## config.mk

```make
export PLATFORM = sky130hd
export DESIGN_NAME = arq_seqn_ctrl
export DESIGN_NICKNAME = d
export VERILOG_FILES = /design/src/rtl/arq_seqn_ctrl.sv
export SDC_FILE = /design/constraint.sdc
export NUM_CORES = 1
export LEC_CHECK = 0
export CAP_MARGIN = 15
export CORE_MARGIN = 2
export CORE_UTILIZATION = 54
export CTS_CLUSTER_SIZE = 10
export DETAILED_ROUTE_END_ITERATION = 8
export MAX_ROUTING_LAYER = met4
export PLACE_DENSITY = 0.88
export SYNTH_ARGS = -nofsm -noshare
export SYNTH_HDL_FRONTEND = slang
export SYNTH_SLANG_ARGS = --single-unit
```

## constraint.sdc

```tcl
create_clock -name clk_6M -period 3.8 [get_ports clk_6M]
set_clock_uncertainty 0.2 [all_clocks]
set_input_delay 0.76 -clock clk_6M [delete_from_list [all_inputs] [get_ports clk_6M]]
set_output_delay 0.76 -clock clk_6M [all_outputs]
set_load 0.01 [all_outputs]
```

## src/rtl/arq_seqn_ctrl.sv

```systemverilog
// arq_seqn_ctrl: baseband ARQ / SEQN / flow-control stage.
// Takes decoded header fields and the payload CRC verdict from the header
// processor. Keeps the per-LT_ADDR SEQN/ARQN bits and the FLOW bit that go into
// the next transmitted header.
// Optional build macro: ARQ_SEQN_STATS_EN adds saturating dup_cnt/nak_cnt outputs.
//
// Ports:
//   clk_6M, rstz           6 MHz clock, async active-low reset
//   p_1us                  1 us strobe; every event is sampled only on it
//   conns                  connection state; when low, everything is held in reset values
//   tx_packet_st_p, txpk_lt_addr, txpktype    local transmission start
//   ckheader_endp, dec_hecgood, lt_addressed, dec_lt_addr, dec_pk_type,
//   dec_seqn, dec_arqn     received header results
//   py_endp, py_crcgood    received payload end and its CRC verdict
//   rx_buf_full            receive buffer cannot take another payload
//   txaclSEQN, txARQN      per-LT SEQN / ARQN to transmit
//   rspFLOW                FLOW bit to transmit
//   tx_pend                per-LT data awaiting ACK
//   tx_ack_p, rx_accept_p, rx_dup_p   one-cycle event pulses
//   dup_cnt, nak_cnt       (ARQ_SEQN_STATS_EN only) saturating event counters
module arq_seqn_ctrl #(
  parameter int unsigned PY_TIMEOUT_US = 3000,
  parameter int unsigned TOW           = 12
) (
  input  logic       clk_6M,
  input  logic       rstz,
  input  logic       p_1us,
  input  logic       conns,
  input  logic       tx_packet_st_p,
  input  logic [2:0] txpk_lt_addr,
  input  logic [3:0] txpktype,
  input  logic       ckheader_endp,
  input  logic       dec_hecgood,
  input  logic       lt_addressed,
  input  logic [2:0] dec_lt_addr,
  input  logic [3:0] dec_pk_type,
  input  logic       dec_seqn,
  input  logic [7:0] dec_arqn,
  input  logic       py_endp,
  input  logic       py_crcgood,
  input  logic       rx_buf_full,
  output logic [7:0] txaclSEQN,
  output logic [7:0] txARQN,
  output logic       rspFLOW,
  output logic [7:0] tx_pend,
  output logic       tx_ack_p,
  output logic       rx_accept_p,
  output logic       rx_dup_p
`ifdef ARQ_SEQN_STATS_EN
  ,
  output logic [7:0] dup_cnt,
  output logic [7:0] nak_cnt
`endif
);

  typedef enum logic {
    IDLE    = 1'b0,
    WAIT_PY = 1'b1
  } state_t;

  state_t         state;
  logic [TOW-1:0] timer;
  logic [2:0]     wait_lt;
  logic [7:0]     rx_last_seqn;
  logic [7:0]     seqn_valid;

  logic       tick;
  logic       hdr_ok;
  logic       ack_hit;
  logic       tx_set;
  logic       py_ev;
  logic       to_ev;
  logic       good_ev;
  logic       nak_ev;
  logic       acc_ev;
  logic       dup_ev;
  logic [7:0] pend_nxt;

  // NULL, POLL and FHS carry no ARQ-protected payload.
  function automatic logic is_data(input logic [3:0] t);
    return t > 4'd2;
  endfunction

  // Per-strobe event decode.
  always_comb begin
    tick     = p_1us & conns;
    hdr_ok   = tick & (state == IDLE) & ckheader_endp & dec_hecgood & lt_addressed;
    ack_hit  = hdr_ok & dec_arqn[dec_lt_addr] & tx_pend[dec_lt_addr];
    tx_set   = tick & tx_packet_st_p & is_data(txpktype);
    py_ev    = tick & (state == WAIT_PY) & py_endp;
    // A payload end in the same strobe as timer expiry takes priority.
    to_ev    = tick & (state == WAIT_PY) & ~py_endp & (timer == '0);
    good_ev  = py_ev & py_crcgood & ~rx_buf_full;
    nak_ev   = (py_ev & ~good_ev) | to_ev;
    acc_ev   = good_ev & (~seqn_valid[wait_lt] | (dec_seqn != rx_last_seqn[wait_lt]));
    dup_ev   = good_ev & ~acc_ev;
    // The ACK clears the bit first, so a new transmission in the same strobe re-arms it.
    pend_nxt = tx_pend;
    if (ack_hit) pend_nxt[dec_lt_addr] = 1'b0;
    if (tx_set)  pend_nxt[txpk_lt_addr] = 1'b1;
  end

  // State, timer and ARQ bookkeeping.
  always_ff @(posedge clk_6M or negedge rstz) begin
    if (!rstz) begin
      state        <= IDLE;
      timer        <= '0;
      wait_lt      <= '0;
      rx_last_seqn <= 8'h00;
      seqn_valid   <= 8'h00;
      txaclSEQN    <= 8'hff;
      txARQN       <= 8'h00;
      rspFLOW      <= 1'b1;
      tx_pend      <= 8'h00;
      tx_ack_p     <= 1'b0;
      rx_accept_p  <= 1'b0;
      rx_dup_p     <= 1'b0;
    end else if (!conns) begin
      state        <= IDLE;
      timer        <= '0;
      wait_lt      <= '0;
      rx_last_seqn <= 8'h00;
      seqn_valid   <= 8'h00;
      txaclSEQN    <= 8'hff;
      txARQN       <= 8'h00;
      rspFLOW      <= 1'b1;
      tx_pend      <= 8'h00;
      tx_ack_p     <= 1'b0;
      rx_accept_p  <= 1'b0;
      rx_dup_p     <= 1'b0;
    end else begin
      tx_ack_p    <= ack_hit;
      rx_accept_p <= acc_ev;
      rx_dup_p    <= dup_ev;
      tx_pend     <= pend_nxt;
      if (p_1us) rspFLOW <= ~rx_buf_full;
      if (ack_hit) txaclSEQN[dec_lt_addr] <= ~txaclSEQN[dec_lt_addr];
      if (nak_ev)  txARQN[wait_lt] <= 1'b0;
      if (good_ev) txARQN[wait_lt] <= 1'b1;
      if (acc_ev) begin
        rx_last_seqn[wait_lt] <= dec_seqn;
        seqn_valid[wait_lt]   <= 1'b1;
      end
      if (p_1us) begin
        case (state)
          IDLE: begin
            if (hdr_ok && is_data(dec_pk_type)) begin
              state   <= WAIT_PY;
              timer   <= TOW'(PY_TIMEOUT_US);
              wait_lt <= dec_lt_addr;
            end
          end
          WAIT_PY: begin
            if (py_endp || (timer == '0)) state <= IDLE;
            else                          timer <= timer - TOW'(1);
          end
          default: state <= IDLE;
        endcase
      end
    end
  end

`ifdef ARQ_SEQN_STATS_EN
  // Saturating duplicate / NAK counters.
  always_ff @(posedge clk_6M or negedge rstz) begin
    if (!rstz) begin
      dup_cnt <= 8'h00;
      nak_cnt <= 8'h00;
    end else if (!conns) begin
      dup_cnt <= 8'h00;
      nak_cnt <= 8'h00;
    end else begin
      if (dup_ev && (dup_cnt != 8'hff)) dup_cnt <= dup_cnt + 8'd1;
      if (nak_ev && (nak_cnt != 8'hff)) nak_cnt <= nak_cnt + 8'd1;
    end
  end
`endif

endmodule

```

* Word-level counts from Yosys, hierarchy flattened *
Cells that the tools add are included.
Widths: inputs -> output; s select.

storage, ports and cells
  input bits = 34
  word-level logic and storage cells = 121
  output and inout port bits = 28
  register bits = 60

operators by class
  $add $sub $neg = 1
  bitwise logic cells = 34
  order comparisons = 8
  reductions and logical operators = 8
  equality and inequality tests = 8
  multiplexer cells = 50

operators by type and width
  operator               count
  $mux 8                 13
  $mux 12                4
  $or 8x8->8             3
  $pmux 12 s2            1
  $and 1x1->1            18
  $mux 1                 17
  $and 8x8->8            2
  $bwmux 8               2
  $not 8->8              2
  $bmux 1 s3             5
  $logic_not 12->1       1
  $lt 3x4->1 const B     3
  $mux 3                 4
  $sub 12x1->12 const B  1
  $demux 1 s3            3
  $ge 3x1->1 const B     3
  $gt 4x2->1 const B     2
  $not 1->1              7
  $ne 2x1->1 const B     3
  $reduce_and 3->1       2
  $logic_and 1x1->1      4
  $ne 2x2->1 const B     2
  $ne 3x2->1 const B     1
  $ne 3x3->1 const B     1
  4 further kinds        5

* Longest topological paths before layout *
Gate-level depths: netlist of run 1.

  depth after elaboration = 13
  gate-level depth with buffers = 8

* Least setup slack after synthesis of run 1 *
Ideal clock, no wire load.

  kind = input-to-reg
  start = in dec_lt_addr[1]
  end = reg txaclSEQN[6]
  arrival time = 2.056 ns
  library setup time = 0.075 ns
  data required time = 3.525 ns
  stages = 6
  setup slack = 1.469 ns
  buffers on the path = 1
  path through = buf_2 a21oi_1 a221oi_2 o2111ai_1 nor3_1 mux2i_1

on the way
  cells in the longest elaborated chain, start to end = 7
  elaborated cells on any way between the ends = 18
  those cells by class = order compare (2); eq/ne (1); mux (11); bitwise (3); reduce/logical (1)

ends and longest elaborated chain
  element                                                         line  source
  start: declaration                                              35    input logic [2:0] dec_lt_addr,
  $lt 3x4->1 (not written as such) or $ge 3x1->1 (tied branches)  137   if (ack_hit) txaclSEQN[dec_lt_addr] <= ~txaclSEQN[dec_lt_addr];
  $logic_and 1x1->1 (not written as such)                         137
  $mux 1 (not written as such)                                    137
  $demux 1 s3                                                     137
  $bwmux 8                                                        137
  $mux 8                                                          137
  $mux 8                                                          118   end else if (!conns) begin
  end signal: indexed assignment                                  137
  end: declaration                                                42    output logic [7:0] txaclSEQN,

Several ways; a longest one is shown, not always the timed one. The select of a mux whose other input is x is not followed.
A chain may end at the register's enable or synchronous reset.

* Final worst setup path of run 1 *
  start = in dec_lt_addr[1]
  end = reg txaclSEQN[7]

Same word-level chain as after synthesis.

==> summary.txt, run 1 <==
Global routing
  – Vias in the first global route: 3,149
  – First-pass GRT wire length: 15.0 mm
  – Total gr overflow: 0
  – GRT Total Usage: 0.302
  – Initial antenna violation count: 0
  – Largest net degree at the start of global routing: between 40 and 50

STA
  – Final Setup Violations: 0
  – RSZ-0062 raised after global routing: no
  – TNS Setup: 0 ns
  – Worst-margin pin slew: approximately 0.64 ns
  – Worst rel slew slack: 0.571
  – Slack of the critical path: 0.895 ns
  – Final Cycle Share: 0.764
  – Final Max Tran Viols: 0
  – Endpoints failing hold: 0
  – Max Clock Freq: between 0.3 and 0.4 GHz
  – Post-layout min period: 2.90 ns

Clock network
  – Number of CTS-inserted buffers: 9
  – H-Tree Depth: 3
  – CTS Root Cell: clkbuf_8
  – Clock sink count: 60
  – CTS max path bufs: 2
  – CTS tree: built
  – Post-CTS setup buffer count: 0
  – Reg clk slew, reported paths: around 0.06 ns
  – Resize count post-CTS: 0
  – Cts hold-fix bufs: 0
  – Clock Latency Late Sink: around 0.33 ns

Critical path
  – CP required: roughly 3.9 ns
  – Reg-to-reg endpoint: timer[6]
  – CP Cell Sequence: clkdlybuf4s50_1 > nand3b_1 > a221oi_2 > o2111ai_1 > nor3_1 > mux2i_1
  – Worst Setup Path Type: primary input to flip-flop
  – Arrival time worst endpoint: ~3.0 ns
  – Crit-path slowest cell: clkdlybuf4s50_1
  – Worst reg-to-reg path cell count: 7
  – Worst setup path endpoint: txaclSEQN[7]
  – Critical Path Start: dec_lt_addr[1]
  – WP depth: 6
  – Worst path bufs/invs: 1
  – Worst r2r src: timer[0]
  – CP max stage delay: between 0.6 and 0.7 ns
  – Critical path's top delay family: simple AND/OR/NAND/NOR gates
  – Critical path endpoint category: flip-flop
  – CP max FO: 13
  – CP Launch Type: primary input
  – Flop2flop setup slack: ~1.1 ns

Detailed routing
  – WL met1: ~3.8 mm
  – Drt total wl: ~9.1 mm
  – Max Used Layer: met4
  – Met3 WL: around 550 um
  – Final ANT Viol Nets: 0
  – Initial DRT Pass Iterations: 7
  – Routed vias: around 3,200
  – Drt wl/cell: between 15 and 20 um
  – Vias per std cell: 6.48
  – Initial drt markers: around 190
  – Routed met2 length: approximately 4.6 mm
  – DRC: 0

Power and ir drop
  – Worst VDD drop: 0.000238 V
  – Pwr per Cell Area: 333 mW/mm2
  – Leak: between 0.0015 and 0.002 uW

Synth
  – Syn Area/Cell: 9.66 um2
  – Syn Inst Count: between 300 and 400
  – Largest area contributor in the netlist: dfrtp_1
  – Post-synth ARST share: 1.00
  – Area share of the largest cell type after synthesis: 0.383
  – Largest cells by area after synthesis: dfrtp_1 (38%), dfstp_2 (7.1%), nand2_1 (3.7%)
  – Seq cells post-synth: 60
  – Commonest cells in the netlist: dfrtp_1 (51), nand2_1 (33), nor2_1 (25), o21ai_0 (19), nand3_1 (14)
  – Synth Warn #: 0
  – Post-synth top flop: dfrtp_1
  – Sequential share of the synthesized area: 0.454
  – Yosys cell types: 69
  – Synth Net Count: 381
  – Synthesized area: ~0.0033 mm2
  – EDFF count, synth: 0
  – Most common cell in the synthesized netlist: dfrtp_1

Cells and area
  – Layout cell share with drive strength beyond 1: 0.124
  – Final core utilization: 0.709
  – Area growth, synth to finish: 26.7%
  – Nets@finish: between 400 and 500
  – ANT cells: 0

Place
  – Routability cong.: just over 0.9
  – IO Port Bufs: 61
  – Placement-stage worst setup slack: ~0.59 ns
  – DP HPWL: roughly 6.4 mm

Floorplanning
  – Die Area: 0.00681 mm2
  – # rows: 28
  – # IOs: just over 60
  – Initial core utilization: 0.559
  – Die Height: ~83 um
  – Die X: around 83 um
  – CORE AREA: between 0.005 and 0.006 mm2

Worst hold path
  – Worst hold path class: primary input to async pin

Status
  – Run status: finished clean

Job
  – Max_cap viols: 0
==> cell type report <==
type	count	area, um2
Fill cell	448	1730
Multi-Input combinational cell	255	1690
Sequential cell	60	1510
Timing Repair Buffer	69	678
Clock buffer	12	155
Tap cell	75	93.8
Inverter	14	52.6
Clock inverter	2	35.0
==> cell families (layout without fill, tap and decap cells) <==
group / Yosys count / after routing / share of synthesized area
fa+ha+maj: 2 / 2 / 0.00751
compound gates: 111 / 111 / 0.242
mux: 16 / 16 / 0.0608
xor+xnor: 1 / 1 / 0.00488
simple gates: 125 / 125 / 0.193
buf+inv: 30 / 97 / 0.0375
flops: 60 / 60 / 0.454
==> worst min path at each step <==
stage / depth (start not counted) / to
6_report: 1 / timer[7]
5_1_grt: 1 / timer[7]
4_1_cts: 1 / seqn_valid[2]
3_5_place_dp: 1 / seqn_valid[1]
3_3_place_gp: 1 / seqn_valid[2]
2_1_floorplan: 0 / rx_accept_p
==> state kept, by name, indices dropped and copies added, names as in the netlist, 3 cells and up <==
register	cells
timer	12
txaclSEQN	8
rx_last_seqn	8
tx_pend	8
wait_lt	3
seqn_valid	8
txARQN	8
==> metal layers <==
| layer | track usage | vias to the layer above |
|---|---|---|
| met1 | 0.378 | 1554 |
| met4 | 0.120 | 0 |
| met3 | 0.0554 | 25 |
| met5 | - | - |
| met2 | 0.485 | 152 |
| li1 | - | 1426 |
==> where the power goes <==
| group | leakage [uW] | internal [uW] | switching [uW] | total [uW] |
|---|---|---|---|---|
| Clock | 0.0000983 | 331 | 240 | 571 |
| Combinational | 0.000851 | 73.0 | 98.5 | 172 |
| Sequential | 0.000803 | 649 | 12.7 | 661 |
| Total | 0.00175 | 1050 | 352 | 1400 |
==> placed cells by master (no fill, tap or decap), types with 3 or more instances in the layout <==
cell,n
nand3_1,14
o22ai_1,6
dfstp_2,9
clkdlybuf4s50_1,60
a21o_1,4
nand3b_1,3
or3_1,5
nand4_1,3
buf_4,7
nand2b_1,3
a22oi_1,3
and3_1,4
inv_1,12
nor2_1,25
a211oi_2,4
a22o_1,8
o221ai_1,4
o21ai_0,19
nand2_1,33
a21oi_1,13
mux2i_1,12
dfrtp_1,51
clkbuf_8,11
and2_1,4
a31oi_1,8
a41oi_1,6
nor2b_1,3
a211oi_1,4
o21ai_1,5
nor3_1,12
o211ai_1,7
==> worst register-to-register path: stages (launching register included) <==
cell	delay, ns
dfrtp_1	0.42
inv_1	0.10
ha_1	0.15
nor4b_1	0.44
a41oi_1	0.38
a31oi_2	0.67
or3_1	0.21
a21oi_1	0.06
==> per-stage QoR <==
stage	power [uW]	cell area [um2]	hold slack, ns	cells
after floorplan	756	3330	0.264	345
after global placement	833	4010	0.284	472
after detailed placement	838	4010	0.292	472
after CTS	1400	4200	0.310	486
after global routing	1460	4220	0.0460	487
final	1400	4220	0.0508	487
(Power assumes the default switching activity.)
==> run 2: changes to the inputs <==
--- a/config.mk
+++ b/config.mk
@@ -7,11 +7,11 @@
 export LEC_CHECK = 0
 export CAP_MARGIN = 15
 export CORE_MARGIN = 2
-export CORE_UTILIZATION = 54
+export CORE_UTILIZATION = 52
 export CTS_CLUSTER_SIZE = 10
 export DETAILED_ROUTE_END_ITERATION = 8
 export MAX_ROUTING_LAYER = met4
-export PLACE_DENSITY = 0.88
+export PLACE_DENSITY = 0.86
 export SYNTH_ARGS = -nofsm -noshare
 export SYNTH_HDL_FRONTEND = slang
 export SYNTH_SLANG_ARGS = --single-unit
==> constraint.sdc (replaced) <==
create_clock -name clk_6M -period 3 [get_ports clk_6M]
set_clock_uncertainty 0.2 [all_clocks]
set_input_delay 0.6 -clock clk_6M [delete_from_list [all_inputs] [get_ports clk_6M]]
set_output_delay 0.6 -clock clk_6M [all_outputs]
set_load 0.01 [all_outputs]
==> summary.txt, run 2 (synthesis gave the netlist of run 1 again) <==
Status
  – Run status: finished clean

Floorplanning
  – # IOs: 62 (unchanged)
  – CORE AREA: 0.00628 mm2 (+5.4%)
  – Die Height: 84.0 um (+1.8%)
  – Initial core utilization: 0.531 (-0.0287)
  – Die Area: 0.00706 mm2 (+3.7%)
  – Die X: 84.0 um (+1.8%)
  – # rows: 29 (+3.6%)

Clock network
  – Resize count post-CTS: 0 (unchanged)
  – CTS max path bufs: 2 (unchanged)
  – Number of CTS-inserted buffers: 9 (unchanged)
  – Reg clk slew, reported paths: 0.07 ns (about the same)
  – Cts hold-fix bufs: 0 (unchanged)
  – Clock sink count: 60 (unchanged)
  – Clock Latency Late Sink: 0.34 ns (about the same)
  – H-Tree Depth: 3 (unchanged)
  – CTS Root Cell: clkbuf_8
  – Post-CTS setup buffer count: 0 (unchanged)
  – CTS tree: built

Power and ir drop
  – Worst VDD drop: 0.000355 V (+49%)
  – Pwr per Cell Area: 402 mW/mm2 (+21%)
  – Leak: 0.00177 uW (+1.1%)
  – Final Power: 1710 uW (+22%)

STA
  – Endpoints failing hold: 0 (unchanged)
  – RSZ-0062 raised after global routing: no
  – Post-layout min period: roughly 2.7 ns
  – Final Max Tran Viols: 0 (unchanged)
  – Final Setup Violations: 0 (unchanged)
  – Worst rel slew slack: 0.552 (-0.0196)
  – Worst-margin pin slew: 0.672 ns (+0.0314 ns)
  – TNS Setup: 0 ns (unchanged)
  – Max Clock Freq: around 0.37 GHz
  – Final Cycle Share: 0.894

Critical path
  – Reg-to-reg endpoint: rx_last_seqn[3]
  – Crit-path slowest cell: dfrtp_1
  – CP max stage delay: 0.67 ns (+0.04 ns)
  – CP Cell Sequence: nand2b_1 > o32ai_1 > or3b_1 > a21oi_2 > o221ai_1
  – CP max FO: 12 (-1)
  – Flop2flop setup slack: 0.32 ns (-0.73 ns)
  – CP required: 3.00 ns (-0.85 ns)
  – Worst setup path endpoint: rx_last_seqn[3]
  – Arrival time worst endpoint: 2.68 ns (-0.28 ns)
  – Critical Path Start: wait_lt[1]
  – Worst Setup Path Type: flip-flop to flip-flop
  – Worst r2r src: wait_lt[1]
  – CP Launch Type: flip-flop
  – Worst reg-to-reg path cell count: 5 (-2)
  – Critical path endpoint category: flip-flop

Place
  – Post-DP Area: 0.00408 mm2 (+1.7%)
  – DP Cell Count: 483 (+2.3%)
  – DP HPWL: 6.74 mm (+4.5%)
  – IO Port Bufs: 61 (unchanged)
  – Routability cong.: 0.942 (+2.6%)

Detailed routing
  – Initial DRT Pass Iterations: 5 (-2)
  – Initial drt markers: 267 (+40%)
  – Vias per std cell: 6.40 (-1.2%)
  – Drt wl/cell: 18.6 um (-1.2%)
  – DRC: 0 (unchanged)
  – Drt total wl: 9.26 mm (+1.3%)
  – Final ANT Viol Nets: 0 (unchanged)
  – Routed vias: 3,195 (+1.2%)

Cells and area
  – Largest Register: timer
  – Most frequent cells in the layout: clkdlybuf4s50_1 (60), dfrtp_1 (51), nand2_1 (33), nor2_1 (25), o21ai_0 (19)
  – Layout cell share with drive strength beyond 1: 0.142 (+0.0184)
  – Nets@finish: 453 (+1.8%)
  – ANT cells: 0 (unchanged)
  – Finished Cell Area: 0.00425 mm2 (+0.71%)
  – Max reg flops: 12 (unchanged)
  – Fin cells: 499 (+2.5%)
  – Commonest non-fill, non-tap cell in the layout: clkdlybuf4s50_1
  – Final core utilization: 0.677 (-0.0315)
  – Area growth, synth to finish: 27.6%

Global routing
  – Largest net degree at the start of global routing: 28 (-42%)
  – Vias in the first global route: 3,125 (-0.76%)
  – Initial antenna violation count: 0 (unchanged)
  – First-pass GRT wire length: 15.4 mm (+2.5%)
  – GRT Total Usage: 0.284 (-0.0181)
  – Total gr overflow: 0 (unchanged)

Job
  – Max_cap viols: 0 (unchanged)

Worst hold path
  – Worst hold path class: primary input to async pin
-- run 2: report_power, final --
part,switching [uW],internal [uW]
Sequential,16.2,821
Combinational,126,98.8
Clock,327,320
-- run 2: how the worst min path moves through the flow --
| stage | from | to | slack (ns) | cells after the start |
|---|---|---|---|---|
| after floorplan | rstz | rx_accept_p | 0.10 | 0 |
| after global placement | seqn_valid[1] | seqn_valid[1] | 0.29 | 1 |
| after detailed placement | seqn_valid[3] | seqn_valid[3] | 0.30 | 1 |
| after CTS | rstz | timer[0] | 0.02 | 1 |
| after global routing | rstz | timer[5] | 0.05 | 1 |
| final | rstz | timer[0] | 0.01 | 1 |
-- run 2: through the flow --
stage / hold slack (ns) / worst slack, ns
finish: 0.0118 / 0.319
CTS: 0.0229 / 0.383
floorplan: 0.104 / 0.828
global placement: 0.287 / 0.202
global route: 0.0489 / 0.215
detailed placement: 0.298 / 0.158
-- run 2: area by class of cell --
| type | instances | area (um2) |
|---|---|---|
| multi-input cells | 255 | 1690 |
| inverters | 14 | 52.6 |
| well taps | 77 | 96.3 |
| flip-flops and latches | 60 | 1510 |
| repair buffers | 77 | 726 |
| clock inverters | 4 | 25.0 |
| fillers | 491 | 2030 |
| clock buffers | 12 | 145 |
-- run 2: metal layers --
| metal | track usage | vias up | part of all wire |
|---|---|---|---|
| li1 | - | 1448 | - |
| met1 | 0.382 | 1551 | 0.42 |
| met2 | 0.433 | 174 | 0.49 |
| met4 | 0.125 | 0 | 0.026 |
| met3 | 0.0356 | 22 | 0.070 |
| met5 | - | - | 0 |
-- run 2: critical path: cells and delay by family, from the launching register on --
| family | cells | cell delay (ns) |
|---|---|---|
| flip-flops | 1 | 0.67 |
| AND/OR/NAND/NOR | 2 | 0.86 |
| AO/OA/AOI/OAI | 3 | 0.79 |
==> run 3: changes to the inputs <==
--- a/config.mk
+++ b/config.mk
@@ -12,6 +12,8 @@
 export DETAILED_ROUTE_END_ITERATION = 8
 export MAX_ROUTING_LAYER = met4
 export PLACE_DENSITY = 0.86
+export SKIP_CTS_REPAIR_TIMING = 1
+export SLEW_MARGIN = 10
 export SYNTH_ARGS = -nofsm -noshare
 export SYNTH_HDL_FRONTEND = slang
 export SYNTH_SLANG_ARGS = --single-unit
==> results of run 3 <==
No change in the layout: final DEF, timing and power equal those of run 2.
